### src/rtl/axi_read_master_mo.sv
// AXI4 read master with up to MAX_OUTST single-ID bursts in flight, command
// legality checks, R-channel protocol checks and a one-entry response register.
module axi_read_master_mo #(
  parameter int unsigned ID_W      = 4,
  parameter int unsigned ADDR_W    = 32,
  parameter int unsigned DATA_W    = 64,
  parameter int unsigned MAX_OUTST = 4
) (
  input  logic                           ACLK,
  input  logic                           ARESET,
  input  logic                           cmd_valid,
  output logic                           cmd_ready,
  input  logic [ID_W-1:0]                cmd_id,
  input  logic [ADDR_W-1:0]              cmd_addr,
  input  logic [7:0]                     cmd_len,
  input  logic [2:0]                     cmd_size,
  input  logic [1:0]                     cmd_burst,
  output logic                           cmd_err,
  output logic [ID_W-1:0]                ARID,
  output logic [ADDR_W-1:0]              ARADDR,
  output logic [7:0]                     ARLEN,
  output logic [2:0]                     ARSIZE,
  output logic [1:0]                     ARBURST,
  output logic                           ARVALID,
  input  logic                           ARREADY,
  input  logic [ID_W-1:0]                RID,
  input  logic [DATA_W-1:0]              RDATA,
  input  logic [1:0]                     RRESP,
  input  logic                           RLAST,
  input  logic                           RVALID,
  output logic                           RREADY,
  output logic                           rsp_valid,
  input  logic                           rsp_ready,
  output logic [ID_W-1:0]                rsp_id,
  output logic [DATA_W-1:0]              rsp_data,
  output logic [1:0]                     rsp_resp,
  output logic                           rsp_last,
  output logic                           err_rid,
  output logic                           err_rlast,
  output logic                           err_unexp,
  output logic [$clog2(MAX_OUTST):0]     outst_cnt
);

  localparam int unsigned PTR_W    = $clog2(MAX_OUTST);
  localparam int unsigned CNT_W    = PTR_W + 1;
  localparam logic [2:0]  SIZE_MAX = 3'($clog2(DATA_W / 8));

  typedef enum logic { AR_IDLE, AR_VALID } ar_state_e;
  typedef enum logic { R_IDLE, R_BURST } r_state_e;

  ar_state_e ar_state_q, ar_state_d;
  r_state_e  r_state_q, r_state_d;

  logic [ID_W-1:0]   arid_q, arid_d;
  logic [ADDR_W-1:0] araddr_q, araddr_d;
  logic [7:0]        arlen_q, arlen_d;
  logic [2:0]        arsize_q, arsize_d;
  logic [1:0]        arburst_q, arburst_d;

  logic [ID_W-1:0]   fifo_id_q  [MAX_OUTST];
  logic [7:0]        fifo_len_q [MAX_OUTST];
  logic [PTR_W-1:0]  wr_ptr_q, wr_ptr_d, rd_ptr_q, rd_ptr_d;
  logic [CNT_W-1:0]  cnt_q, cnt_d;
  logic [ID_W-1:0]   cur_id_q, cur_id_d;

  logic [7:0]        beat_q, beat_d;
  logic              rsp_valid_q, rsp_valid_d;
  logic [ID_W-1:0]   rsp_id_q, rsp_id_d;
  logic [DATA_W-1:0] rsp_data_q, rsp_data_d;
  logic [1:0]        rsp_resp_q, rsp_resp_d;
  logic              rsp_last_q, rsp_last_d;
  logic              cmd_err_q, cmd_err_d;
  logic              err_rid_q, err_rid_d;
  logic              err_rlast_q, err_rlast_d;
  logic              err_unexp_q, err_unexp_d;

  logic              fifo_empty, fifo_full;
  logic              accept, legal, push, pop, r_hs, fwd;
  logic [ADDR_W-1:0] size_mask;
  logic [16:0]       xfer_bytes, end_off;
  logic              burst_ok;
  logic [7:0]        exp_beat;

  assign fifo_empty = (cnt_q == '0);
  assign fifo_full  = (cnt_q == CNT_W'(MAX_OUTST));

  // The 4 KB check uses the size-aligned start, matching where the last beat lands.
  always_comb begin
    size_mask  = (ADDR_W'(1) << cmd_size) - ADDR_W'(1);
    xfer_bytes = (17'(cmd_len) + 17'd1) << cmd_size;
    end_off    = 17'(cmd_addr[11:0] & ~size_mask[11:0]) + xfer_bytes;
    case (cmd_burst)
      2'd0:    burst_ok = (cmd_len <= 8'd15);
      2'd1:    burst_ok = (end_off <= 17'h1000);
      2'd2:    burst_ok = ((cmd_len == 8'd1) || (cmd_len == 8'd3) ||
                           (cmd_len == 8'd7) || (cmd_len == 8'd15)) &&
                          ((cmd_addr & size_mask) == '0);
      default: burst_ok = 1'b0;
    endcase
    legal = (cmd_size <= SIZE_MAX) && burst_ok;
  end

  assign ARVALID   = (ar_state_q == AR_VALID);
  assign cmd_ready = !ARESET && (!ARVALID || ARREADY) && !fifo_full &&
                     (fifo_empty || (cmd_id == cur_id_q));
  assign accept    = cmd_valid && cmd_ready;
  assign push      = accept && legal;

  assign RREADY   = !ARESET && (!rsp_valid_q || rsp_ready);
  assign r_hs     = RVALID && RREADY;
  assign fwd      = r_hs && !fifo_empty;
  assign pop      = fwd && RLAST;
  assign exp_beat = (r_state_q == R_IDLE) ? 8'd0 : beat_q;

  always_comb begin
    ar_state_d  = ar_state_q;
    arid_d      = arid_q;
    araddr_d    = araddr_q;
    arlen_d     = arlen_q;
    arsize_d    = arsize_q;
    arburst_d   = arburst_q;
    wr_ptr_d    = wr_ptr_q;
    rd_ptr_d    = rd_ptr_q;
    cnt_d       = cnt_q;
    cur_id_d    = cur_id_q;
    r_state_d   = r_state_q;
    beat_d      = beat_q;
    rsp_valid_d = rsp_valid_q;
    rsp_id_d    = rsp_id_q;
    rsp_data_d  = rsp_data_q;
    rsp_resp_d  = rsp_resp_q;
    rsp_last_d  = rsp_last_q;
    cmd_err_d   = accept && !legal;
    err_rid_d   = 1'b0;
    err_rlast_d = 1'b0;
    err_unexp_d = r_hs && fifo_empty;

    if (push) begin
      ar_state_d = AR_VALID;
      arid_d     = cmd_id;
      araddr_d   = cmd_addr;
      arlen_d    = cmd_len;
      arsize_d   = cmd_size;
      arburst_d  = cmd_burst;
      wr_ptr_d   = wr_ptr_q + PTR_W'(1);
      cur_id_d   = cmd_id;
    end else if (ARVALID && ARREADY) begin
      ar_state_d = AR_IDLE;
    end

    case ({push, pop})
      2'b10:   cnt_d = cnt_q + CNT_W'(1);
      2'b01:   cnt_d = cnt_q - CNT_W'(1);
      default: cnt_d = cnt_q;
    endcase

    if (fwd) begin
      rsp_valid_d = 1'b1;
      rsp_id_d    = RID;
      rsp_data_d  = RDATA;
      rsp_resp_d  = RRESP;
      rsp_last_d  = RLAST;
      err_rid_d   = (RID != fifo_id_q[rd_ptr_q]);
      err_rlast_d = RLAST != (exp_beat == fifo_len_q[rd_ptr_q]);
      if (RLAST) begin
        beat_d    = '0;
        r_state_d = R_IDLE;
        rd_ptr_d  = rd_ptr_q + PTR_W'(1);
      end else begin
        beat_d    = exp_beat + 8'd1;
        r_state_d = R_BURST;
      end
    end else if (rsp_ready) begin
      rsp_valid_d = 1'b0;
    end
  end

  always_ff @(posedge ACLK) begin
    if (ARESET) begin
      ar_state_q  <= AR_IDLE;
      arid_q      <= '0;
      araddr_q    <= '0;
      arlen_q     <= '0;
      arsize_q    <= '0;
      arburst_q   <= '0;
      wr_ptr_q    <= '0;
      rd_ptr_q    <= '0;
      cnt_q       <= '0;
      cur_id_q    <= '0;
      r_state_q   <= R_IDLE;
      beat_q      <= '0;
      rsp_valid_q <= 1'b0;
      rsp_id_q    <= '0;
      rsp_data_q  <= '0;
      rsp_resp_q  <= '0;
      rsp_last_q  <= 1'b0;
      cmd_err_q   <= 1'b0;
      err_rid_q   <= 1'b0;
      err_rlast_q <= 1'b0;
      err_unexp_q <= 1'b0;
    end else begin
      ar_state_q  <= ar_state_d;
      arid_q      <= arid_d;
      araddr_q    <= araddr_d;
      arlen_q     <= arlen_d;
      arsize_q    <= arsize_d;
      arburst_q   <= arburst_d;
      wr_ptr_q    <= wr_ptr_d;
      rd_ptr_q    <= rd_ptr_d;
      cnt_q       <= cnt_d;
      cur_id_q    <= cur_id_d;
      r_state_q   <= r_state_d;
      beat_q      <= beat_d;
      rsp_valid_q <= rsp_valid_d;
      rsp_id_q    <= rsp_id_d;
      rsp_data_q  <= rsp_data_d;
      rsp_resp_q  <= rsp_resp_d;
      rsp_last_q  <= rsp_last_d;
      cmd_err_q   <= cmd_err_d;
      err_rid_q   <= err_rid_d;
      err_rlast_q <= err_rlast_d;
      err_unexp_q <= err_unexp_d;
    end
  end

  always_ff @(posedge ACLK) begin
    if (push) begin
      fifo_id_q[wr_ptr_q]  <= cmd_id;
      fifo_len_q[wr_ptr_q] <= cmd_len;
    end
  end

  assign ARID      = arid_q;
  assign ARADDR    = araddr_q;
  assign ARLEN     = arlen_q;
  assign ARSIZE    = arsize_q;
  assign ARBURST   = arburst_q;
  assign rsp_valid = rsp_valid_q;
  assign rsp_id    = rsp_id_q;
  assign rsp_data  = rsp_data_q;
  assign rsp_resp  = rsp_resp_q;
  assign rsp_last  = rsp_last_q;
  assign cmd_err   = cmd_err_q;
  assign err_rid   = err_rid_q;
  assign err_rlast = err_rlast_q;
  assign err_unexp = err_unexp_q;
  assign outst_cnt = cnt_q;

endmodule

### config.mk
export PLATFORM = sky130hd
export DESIGN_NAME = axi_read_master_mo
export DESIGN_NICKNAME = d
export VERILOG_FILES = /design/src/rtl/axi_read_master_mo.sv
export SDC_FILE = /design/constraint.sdc
export NUM_CORES = 1
export LEC_CHECK = 0
export CORE_MARGIN = 3
export CORE_UTILIZATION = 52
export DETAILED_ROUTE_END_ITERATION = 12
export PLACE_DENSITY = 0.86
export SYNTH_ARGS = -nofsm -noshare
export SYNTH_HDL_FRONTEND = slang
export SYNTH_SLANG_ARGS = --single-unit
### constraint.sdc
create_clock -name ACLK -period 8.1 [get_ports ACLK]
set_clock_uncertainty 0.05 [all_clocks]
set_input_delay 0.81 -clock ACLK [delete_from_list [all_inputs] [get_ports ACLK]]
set_output_delay 0.81 -clock ACLK [all_outputs]
set_load 0.02 [all_outputs]
After elaboration in Yosys (flattened, before gate mapping)
Memories as Yosys holds them, arrays and structs flattened. A register that Yosys moved wholly into a read port is not among the register bits.
Cells that the tools add are included.
{"block": "totals", "regBits": 142, "ramBits": 48, "input_bits": 126, "mem_count": 2}
{"name": "fifo_len_q", "words": 4, "width": 8, "read_ports": 1, "rd_ports_with_merged_regs": 1, "wr": 1, "line_no": "61", "source": "logic [7:0] fifo_len_q [MAX_OUTST];"}
{"name": "fifo_id_q", "words": 4, "width": 4, "read_ports": 1, "rd_ports_with_merged_regs": 1, "wr": 1, "line_no": "60", "source": "logic [ID_W-1:0] fifo_id_q [MAX_OUTST];"}
{"block": "classes", "add_sub_neg": 8, "order_cmp": 3, "eq_ne": 13, "shift": 2, "muxes": 15, "n_bitwise": 4, "n_reduce_logical": 34}
{"operator": "$and A32 B32 Y32", "count": 1}
{"operator": "$logic_not A32 Y1", "count": 1}
{"operator": "$shl A1 B3 Y32 const A", "count": 1}
{"operator": "$sub A32 B2 Y32 const B", "count": 1}
{"operator": "$add A17 B17 Y17", "count": 1}
{"operator": "$and A12 B17 Y17", "count": 1}
{"operator": "$le A17 B13 Y1 const B", "count": 1}
{"operator": "$not A12 Y17", "count": 1}
{"operator": "$shl A9 B3 Y17", "count": 1}
{"operator": "$mux W8", "count": 2}
{"operator": "$logic_and A1 B1 Y1", "count": 14}
{"operator": "$add A8 B1 Y9 const B", "count": 1}
{"operator": "$add A8 B1 Y8 const B", "count": 1}
{"operator": "$eq A8 B1 Y1 const B", "count": 1}
{"operator": "$eq A8 B2 Y1 const B", "count": 1}
{"operator": "$eq A8 B3 Y1 const B", "count": 1}
{"operator": "$eq A8 B4 Y1 const B", "count": 1}
{"operator": "$eq A8 B8 Y1", "count": 1}
{"operator": "$le A8 B4 Y1 const B", "count": 1}
{"operator": "$mux W2", "count": 4}
{"operator": "$mux W1", "count": 7}
{"operator": "$logic_not A1 Y1", "count": 6}
{"operator": "$logic_or A1 B1 Y1", "count": 6}
{"operator": "$pmux W3 S2", "count": 1}
{"operator": "17 further kinds", "count": 22}

Longest topological paths before layout
Gate-level depths: netlist of the first run.
{"block": "depth", "ltp_word": 11, "ltp_mapped": 26, "mapped_depth_nobuf": 25}

Worst setup path before layout of the first run
OpenSTA, ideal clock, no wires.
{"block": "synth_path", "kind": "in2reg", "startpoint": "in cmd_size[0]", "endpoint": "reg cnt_q[2] (netlist: outst_cnt[2])", "setup_ps": 70, "arrival_ps": 5657, "t_required_ps": 7980, "path_slack_ps": 2322, "cell_stages": 24, "cell_sequence": "buf_2 buf_1 clkbuf_1 or3_1 ha_1 clkbuf_1 or3_1 and3_1 ha_1 nor2b_1 o21a_1 or3_1 a211oi_2 o2111ai_1 nor4_2 nor2_1 nor3b_1 inv_1 ha_1 inv_1 fa_1 xor2_1 or3_1 a21oi_1"}
{"block": "synth_via", "elab_chain_cells": 11}
{"element": "from (decl)", "line_no": "16", "source": "input logic [2:0] cmd_size,"}
{"element": "$shl A1 B3 Y32", "line_no": "89", "source": "size_mask = (ADDR_W'(1) << cmd_size) - ADDR_W'(1);"}
{"element": "$sub A32 B2 Y32", "line_no": "89"}
{"element": "$not A12 Y17", "line_no": "91", "source": "end_off = 17'(cmd_addr[11:0] & ~size_mask[11:0]) + xfer_bytes;"}
{"element": "$and A12 B17 Y17", "line_no": "91"}
{"element": "$add A17 B17 Y17", "line_no": "91"}
{"element": "$le A17 B13 Y1", "line_no": "94", "source": "2'd1: burst_ok = (end_off <= 17'h1000);"}
{"element": "$pmux W1 S3", "line_no": "92", "source": "case (cmd_burst)"}
{"element": "$logic_and A1 B1 Y1 (*)", "line_no": "100", "source": "legal = (cmd_size <= SIZE_MAX) && burst_ok;"}
{"element": "$logic_and A1 B1 Y1 (*)", "line_no": "107", "source": "assign push = accept && legal;"}
{"element": "$eq A2 B1 Y1 or $eq A2 B2 Y1 (tied branches)", "line_no": "151", "source": "case ({push, pop})"}
{"element": "$pmux W3 S2 or $reduce_bool A2 Y1 (tied branches)"}
{"element": "to (signal assigned)", "line_no": "210", "source": "cnt_q <= cnt_d;"}
{"element": "to (decl)", "line_no": "63", "source": "logic [CNT_W-1:0] cnt_q, cnt_d;"}
Every way passes the cells marked *; elsewhere a longest branch is shown, timed or not.
A chain may end at the register's enable or synchronous reset.

Worst setup path in the final report of the first run
{"block": "layout_path", "startpoint": "in cmd_size[1]", "endpoint": "reg cnt_q[2] (netlist: outst_cnt[2])"}
The elaborated chain is that of the path after synthesis.

==> flow_summary_export.csv, run 1 <==
group,metric,value,unit
logic_synthesis,post-synth-top-count-cell,"sky130_fd_sc_hd__nand2_1",
worst_setup_path,critical_path_required,8.41,ns
timing,rsz0062_at_grt,"no",
logic_synthesis,ys_top_cells_by_area,"sky130_fd_sc_hd__dfxtp_1, sky130_fd_sc_hd__edfxtp_1, sky130_fd_sc_hd__a21oi_1, sky130_fd_sc_hd__nand2_1, sky130_fd_sc_hd__o21ai_0",
drt,detailroute.via_count,8204,
clock_tree,cts_inserted_buffers,17,
worst_setup_path,worst-path-stages,21,
global_route,grt_pass1_wl,39500,µm
worst_setup_path,critical-path-slowest-cell,"sky130_fd_sc_hd__clkdlybuf4s50_1",
logic_synthesis,synth_largest_area_cell,"sky130_fd_sc_hd__dfxtp_1",
timing,hold_slack,0.405,ns
drt,met3RoutedLength,2030,µm
final_layout,share_of_post_route_cells_with_drive_strength_above_1,4.77,%
clock_tree,cts_tree,"built",
worst_setup_path,crit_end,"outst_cnt[2]",
flow_run,max_cap_viol_count,0,
worst_setup_path,regToRegSetupSlack,3.76,ns
logic_synthesis,synth-warning-count,0,
drt,ant_nets,0,
die,start_util,53.6,%
clock_tree,cts-root-to-sink-buffers,2,
die,die_x_extent,137,µm
final_layout,finish.utilization,72.7,%
place,dpl.cell_count,1424,
timing,setup_viol,0,
worst_setup_path,worst-path-buf-inv,3,
logic_synthesis,yosysSeqAreaShare,48.3,%
worst_setup_path,path_max_fanout,35,
place,place_area,0.0115,mm²
power_and_ir_drop,totalPowerFinal,2.14,mW
final_layout,nets,1373,
logic_synthesis,synthTopCellsByCount,"sky130_fd_sc_hd__nand2_1, sky130_fd_sc_hd__a21oi_1, sky130_fd_sc_hd__dfxtp_1",
clock_tree,clk_transition_reported_paths,0.07,ns
die,core.rowCount,47,
status,run_status,"finished, final reports clean",
timing,totalNegativeSetupSlack,0,ns
clock_tree,ctsResizeCount,0,
global_route,grt_usage,26.5,%
clock_tree,hold_buffers,0,
place,hpwl,18100,µm
timing,post-route-period-util,79.4,%
worst_setup_path,max_stage_delay,0.93,ns
power_and_ir_drop,ir_drop,0.000164,V
final_layout,final_instance_area,0.0121,mm²
worst_setup_path,crit_path_most_repeated_cell,"sky130_fd_sc_hd__or3_1",
drt,detailedRoute.firstPassIterationCount,5,
worst_setup_path,cpLargestDelayFamily,"simple AND/OR/NAND/NOR gates",
logic_synthesis,commonest_register_cell_after_synthesis,"sky130_fd_sc_hd__dfxtp_1",
global_route,antenna_violations_before_repair,0,
worst_setup_path,criticalPathCategory,"input pin to flip-flop",
global_route,grt_start_max_net_pins,91,
logic_synthesis,post_synth.cell_area_avg,8.78,µm²
die,die-height,137,µm
clock_tree,clock-root-buffer,"sky130_fd_sc_hd__clkbuf_16",
final_layout,filler_cell_count,1250,
die,core-area,0.0167,mm²
die,floorplan.die_area,0.0188,mm²
worst_setup_path,r2r_end,"outst_cnt[2]",
drt,drt_wl_total,25900,µm
drt,dr_wl_cell,17.8,µm
timing,slew_headroom,31.4,%
timing,max_freq,155,MHz
clock_tree,cts.htree.levels,4,
place,numPortBuffers,256,
timing,timing.final.ws_setup,1.67,ns
final_layout,post_layout_nonfiller_instances,1456,
timing,worst_slew_pin_slew,1.03,ns
global_route,grt_pass1_vias,7707,
global_route,globalRoute.totalOverflow,0,
worst_setup_path,startpoint_type,"input pin",
drt,drt_iter0_markers,672,
worst_setup_path,worstPathCellList,"clkdlybuf4s50_1 -> or3_1 -> ha_1 -> or3_1 -> and3_1 -> ha_1 -> nor2b_1 -> o21a_1 -> or3_1 -> a211oi_2 -> o2111ai_1 -> nor4_2 -> nor2_1 -> nor3b_1 -> inv_1 -> ha_1 -> inv_1 -> fa_1 -> xor2_1 -> or3_1 -> a21oi_1",
clock_tree,tritoncts_num_sinks,192,
logic_synthesis,synth_seq_cells,192,
logic_synthesis,syn-num-nets,1170,
drt,drt_drc_violations_left,0,
place,finalWeightedCongestion,0.928,
logic_synthesis,ys_types,58,
drt,via_per_inst,5.63,
power_and_ir_drop,power_leakage,4.13,nW
clock_tree,post-cts-setup-buffers,0,
logic_synthesis,synthCells,1020,
drt,routed.top_layer,"met4",
worst_hold_path,hp-class,"flip-flop to flip-flop",
drt,wl_met2,12900,µm
logic_synthesis,synth-edff-count,48,
drt,m1WireLength,10100,µm
die,ios,257,
worst_setup_path,setup.worst_path.start,"cmd_size[1]",
logic_synthesis,async_flop_share,0,%
logic_synthesis,total_standard_cell_area_after_synthesis,0.00895,mm²
power_and_ir_drop,powerDensity,176,mW/mm²
timing,finalHoldViolations,0,
worst_setup_path,critical_path_arrival,6.74,ns
timing,drv_slew,0,
final_layout,antennaDiodeCount,0,
timing,final.min_clock_period,6.43,ns
final_layout,areaGrowthSynthToFinish,35.7,%
place,pre_cts_ws,1.33,ns
logic_synthesis,synth.top_cell.area_share,32.2,%
worst_setup_path,critPathCaptureType,"flip-flop",
clock_tree,insertion_delay,0.43,ns
worst_setup_path,worst_r2r_startpoint,"cur_id_q[2]",
worst_setup_path,rr_worst_depth,14,
[state kept, by name, summed over array words and instances, names as in the netlist, 4 cells and up, named ones only]
name,count
ARADDR,32
beat_q,8
rsp_id,4
cur_id_q,4
fifo_id_q,16
ARLEN,8
rsp_data,64
fifo_len_q,32
[power breakdown]
group / leakage, nW / internal [mW] / switching [mW] / total, mW
Combinational: 2.22 / 0.116 / 0.133 / 0.248
Sequential: 1.59 / 0.986 / 0.00284 / 0.989
Clock: 0.319 / 0.540 / 0.364 / 0.905
[per-layer routing]
| metal | global-route usage, % | vias to the layer above |
|---|---|---|
| met5 | 0 | - |
| met4 | 11.1 | 0 |
| met3 | 7.16 | 57 |
| met2 | 44.9 | 319 |
| met1 | 31.9 | 3837 |
| li1 | - | 3991 |
[logic make-up (layout without fill, tap and decap cells)]
group,Yosys count,in the layout,share of synthesized area (%)
buf+inv,99,315,4.72
mux,22,22,4.15
xor+xnor,29,29,2.84
compound gates,287,287,17.7
fa+ha+maj,24,24,3.52
flops,192,192,48.3
simple gates,367,367,18.7
[worst min-delay path by stage]
stage	start	to	cells after the start
after floorplan	beat_q[1]	beat_q[1]	2
after global placement	rsp_data[10]	rsp_data[10]	2
after detailed placement	rsp_data[30]	rsp_data[30]	2
after CTS	rsp_data[57]	rsp_data[57]	2
after global routing	rsp_data[3]	rsp_data[3]	2
final	rsp_id[1]	rsp_id[1]	2
[worst reg2reg max path: cells and delay by family (launching register included)]
kind / cells / cell delay (ns)
adder cells (fa/ha/maj): 2 / 0.44
buffers and inverters: 2 / 0.18
AND/OR/NAND/NOR: 7 / 2.85
XOR/XNOR: 2 / 0.28
flip-flops: 1 / 0.34
AO/OA/AOI/OAI: 1 / 0.14
[cells in the final DEF, fill, tap and decap left out, drive strengths merged, types with 11 or more instances in the layout]
| master | netlist | layout |
|---|---|---|
| clkdlybuf4s50 | 0 | 255 |
| a21oi | 154 | 154 |
| ha | 22 | 22 |
| xnor2 | 16 | 16 |
| o21ai | 77 | 77 |
| mux4 | 12 | 12 |
| nand2 | 170 | 170 |
| nand3 | 59 | 59 |
| nor3 | 11 | 11 |
| nor2 | 53 | 53 |
| nor2b | 15 | 15 |
| and2 | 12 | 12 |
| clkbuf | 57 | 22 |
| inv | 20 | 24 |
| dfxtp | 144 | 144 |
| xor2 | 13 | 13 |
| edfxtp | 48 | 48 |
[layout make-up]
| cell class | instances | area [µm²] | share of cell area [%] |
|---|---|---|---|
| clock inverters | 10 | 141 | 1.16 |
| inverters | 20 | 75.1 | 0.618 |
| flip-flops and latches | 192 | 4320 | 35.6 |
| clock buffers | 22 | 505 | 4.16 |
| multi-input cells | 729 | 4220 | 34.7 |
| well taps | 220 | 275 | 2.27 |
| repair buffers | 263 | 2610 | 21.5 |
(Power assumes the default switching activity.)
==> run 2, diff against run 1 <==
--- a/config.mk
+++ b/config.mk
@@ -6,9 +6,9 @@
 export NUM_CORES = 1
 export LEC_CHECK = 0
 export CORE_MARGIN = 3
-export CORE_UTILIZATION = 52
+export CORE_UTILIZATION = 43
 export DETAILED_ROUTE_END_ITERATION = 12
-export PLACE_DENSITY = 0.86
+export PLACE_DENSITY = 0.76
 export SYNTH_ARGS = -nofsm -noshare
 export SYNTH_HDL_FRONTEND = slang
 export SYNTH_SLANG_ARGS = --single-unit
==> constraint.sdc (replaced) <==
create_clock -name ACLK -period 5.2 [get_ports ACLK]
set_clock_uncertainty 0.05 [all_clocks]
set_input_delay 0.52 -clock ACLK [delete_from_list [all_inputs] [get_ports ACLK]]
set_output_delay 0.52 -clock ACLK [all_outputs]
set_load 0.02 [all_outputs]
==> flow_summary_export.csv, run 2 (synthesis gave the netlist of run 1 again) <==
group,metric,value,unit
place,hpwl,19100,µm
final_layout,post_layout_nonfiller_instances,1568,
timing,max_freq,202,MHz
power_and_ir_drop,power_leakage,4.44,nW
drt,drt_wl_total,26200,µm
status,run_status,"finished, final reports clean",
power_and_ir_drop,totalPowerFinal,3.31,mW
worst_setup_path,regToRegSetupSlack,2.25,ns
worst_setup_path,criticalPathCategory,"input pin to flip-flop",
final_layout,antennaDiodeCount,0,
drt,drt_iter0_markers,579,
die,die_x_extent,150,µm
drt,ant_nets,0,
die,core-area,0.0204,mm²
worst_hold_path,hold_path_startpoint,"rsp_data[63]",
clock_tree,insertion_delay,0.45,ns
die,core.rowCount,52,
global_route,grt_usage,22.7,%
worst_setup_path,critical_path_required,5.51,ns
timing,finalHoldViolations,0,
drt,drt_drc_violations_left,0,
timing,post-route-period-util,95.0,%
drt,detailedRoute.firstPassIterationCount,6,
place,finalWeightedCongestion,0.940,
global_route,antenna_violations_before_repair,0,
final_layout,regArea,0.00432,mm²
worst_hold_path,hp-class,"flip-flop to flip-flop",
worst_setup_path,critical_path_arrival,5.25,ns
timing,slew_headroom,42.0,%
timing,totalNegativeSetupSlack,0,ns
final_layout,finish.utilization,62.5,%
timing,worst_slew_pin_slew,0.871,ns
die,floorplan.die_area,0.0226,mm²
die,die-height,150,µm
die,ios,257,
worst_setup_path,worst_r2r_startpoint,"outst_cnt[0]",
clock_tree,cts-root-to-sink-buffers,2,
worst_setup_path,r2r_end,"outst_cnt[2]",
worst_setup_path,path_max_fanout,6,
drt,detailroute.via_count,8249,
clock_tree,cts_tree,"built",
global_route,grt_start_max_net_pins,80,
final_layout,layout_common_cells,"sky130_fd_sc_hd__clkdlybuf4s50_1, sky130_fd_sc_hd__nand2_1, sky130_fd_sc_hd__a21oi_1",
timing,setup_viol,0,
power_and_ir_drop,ir_drop,0.000240,V
worst_hold_path,endpoint_of_the_worst_hold_path,"rsp_data[63]",
worst_hold_path,hold_path_depth,2,
global_route,globalRoute.totalOverflow,0,
final_layout,multi_input_comb_area,0.00427,mm²
worst_setup_path,startpoint_type,"input pin",
clock_tree,hold_buffers,0,
final_layout,share_of_post_route_cells_with_drive_strength_above_1,10.2,%
clock_tree,cts.htree.levels,4,
clock_tree,clk_transition_reported_paths,0.07,ns
place,place_area,0.0120,mm²
final_layout,nets,1435,
worst_setup_path,rr_worst_depth,13,
drt,via_per_inst,5.26,
flow_run,max_cap_viol_count,0,
die,start_util,44.0,%
final_layout,filler_cell_count,1699,
drt,dr_wl_cell,16.7,µm
timing,final.min_clock_period,4.94,ns
clock_tree,clock-root-buffer,"sky130_fd_sc_hd__clkbuf_16",
timing,drv_slew,0,
clock_tree,cts_inserted_buffers,17,
final_layout,layout_commonest_cell,"sky130_fd_sc_hd__clkdlybuf4s50_1",
place,numPortBuffers,256,
final_layout,largest_reg_flops,64,
final_layout,areaGrowthSynthToFinish,42.1,%
global_route,grt_pass1_wl,41000,µm
global_route,grt_pass1_vias,7973,
clock_tree,tritoncts_num_sinks,192,
worst_setup_path,critPathCaptureType,"flip-flop",
place,dpl.cell_count,1535,
power_and_ir_drop,powerDensity,260,mW/mm²
final_layout,final_instance_area,0.0127,mm²
==> run 2: cell count changes in the layout (fill, tap and decap cells not counted), moves of 3 or more <==
| cell | previous run | this run |
|---|---|---|
| sky130_fd_sc_hd__clkbuf_8 | 4 | 0 |
| sky130_fd_sc_hd__clkinv_8 | 0 | 5 |
| sky130_fd_sc_hd__o21ai_0 | 67 | 63 |
| sky130_fd_sc_hd__bufinv_16 | 3 | 0 |
| sky130_fd_sc_hd__inv_8 | 0 | 4 |
| sky130_fd_sc_hd__buf_4 | 8 | 67 |
| sky130_fd_sc_hd__o21ai_1 | 10 | 14 |
==> run 2: timing repair <==
action	4_1_cts	5_1_grt
buffers inserted	0	1
hold endpoints to repair	0	0
gates resized for setup	0	19
endpoints found under the setup margin	0	50
==> run 2: final cells by class <==
cell class | instances | area share, %
clock buffers | 17 | 3.34
inverters | 20 | 0.590
multi-input cells | 729 | 33.6
clock inverters | 15 | 1.47
repair buffers | 325 | 24.4
flip-flops and latches | 192 | 34.0
well taps | 270 | 2.66
==> run 2: stage by stage <==
stage               setup WS, ns  hold slack (ns)
floorplan               0.000911            0.391
global placement         -0.0703            0.391
detailed placement        -0.212            0.395
CTS                        0.260            0.406
global route             -0.0529            0.421
finish                     0.262            0.404
==> run 2: power breakdown <==
group          leakage, nW  internal (mW)  switching, mW
logic                 2.55          0.223          0.220
registers             1.59           1.54        0.00431
clock network        0.298          0.658          0.669
total                 4.44           2.42          0.894
==> run 2: worst max-delay path by stage <==
stage | slack [ns] | start | to | cells past startpoint
finish | 0.26 | cmd_len[0] | outst_cnt[2] | 25
global route | -0.05 | cmd_len[0] | outst_cnt[2] | 25
CTS | 0.26 | cmd_len[0] | outst_cnt[2] | 24
detailed placement | -0.21 | cmd_len[0] | outst_cnt[2] | 24
global placement | -0.07 | cmd_len[0] | outst_cnt[2] | 24
floorplan | 0.0009 | cmd_size[0] | outst_cnt[2] | 24
==> run 2: routing by layer <==
| metal | part of all wire [%] | up-vias | GRT usage, % |
|---|---|---|---|
| met3 | 6.6 | 47 | 5.84 |
| met2 | 50 | 258 | 39.2 |
| met5 | 0 | - | 0 |
| met4 | 2.4 | 0 | 7.82 |
| li1 | - | 4100 | - |
| met1 | 41 | 3844 | 27.4 |
==> run 2: worst max-delay path: stages <==
cell and delay [ns]:
sky130_fd_sc_hd__clkdlybuf4s50_1 0.43, sky130_fd_sc_hd__ha_2 0.25, sky130_fd_sc_hd__and3_1 0.21, sky130_fd_sc_hd__buf_4 0.14, sky130_fd_sc_hd__a21oi_1 0.19, sky130_fd_sc_hd__o22ai_2 0.13
sky130_fd_sc_hd__mux2i_1 0.16, sky130_fd_sc_hd__nor2_1 0.06, sky130_fd_sc_hd__a21oi_1 0.20, sky130_fd_sc_hd__ha_2 0.32, sky130_fd_sc_hd__a21oi_1 0.12, sky130_fd_sc_hd__o22ai_1 0.10
sky130_fd_sc_hd__or4b_1 0.49, sky130_fd_sc_hd__a211oi_2 0.16, sky130_fd_sc_hd__o2111ai_1 0.17, sky130_fd_sc_hd__nor4_2 0.27, sky130_fd_sc_hd__nor2_1 0.09, sky130_fd_sc_hd__nor3b_2 0.21
sky130_fd_sc_hd__inv_1 0.06, sky130_fd_sc_hd__ha_1 0.21, sky130_fd_sc_hd__inv_1 0.07, sky130_fd_sc_hd__fa_1 0.17, sky130_fd_sc_hd__xor2_1 0.07, sky130_fd_sc_hd__or3_1 0.32
sky130_fd_sc_hd__a21oi_1 0.15
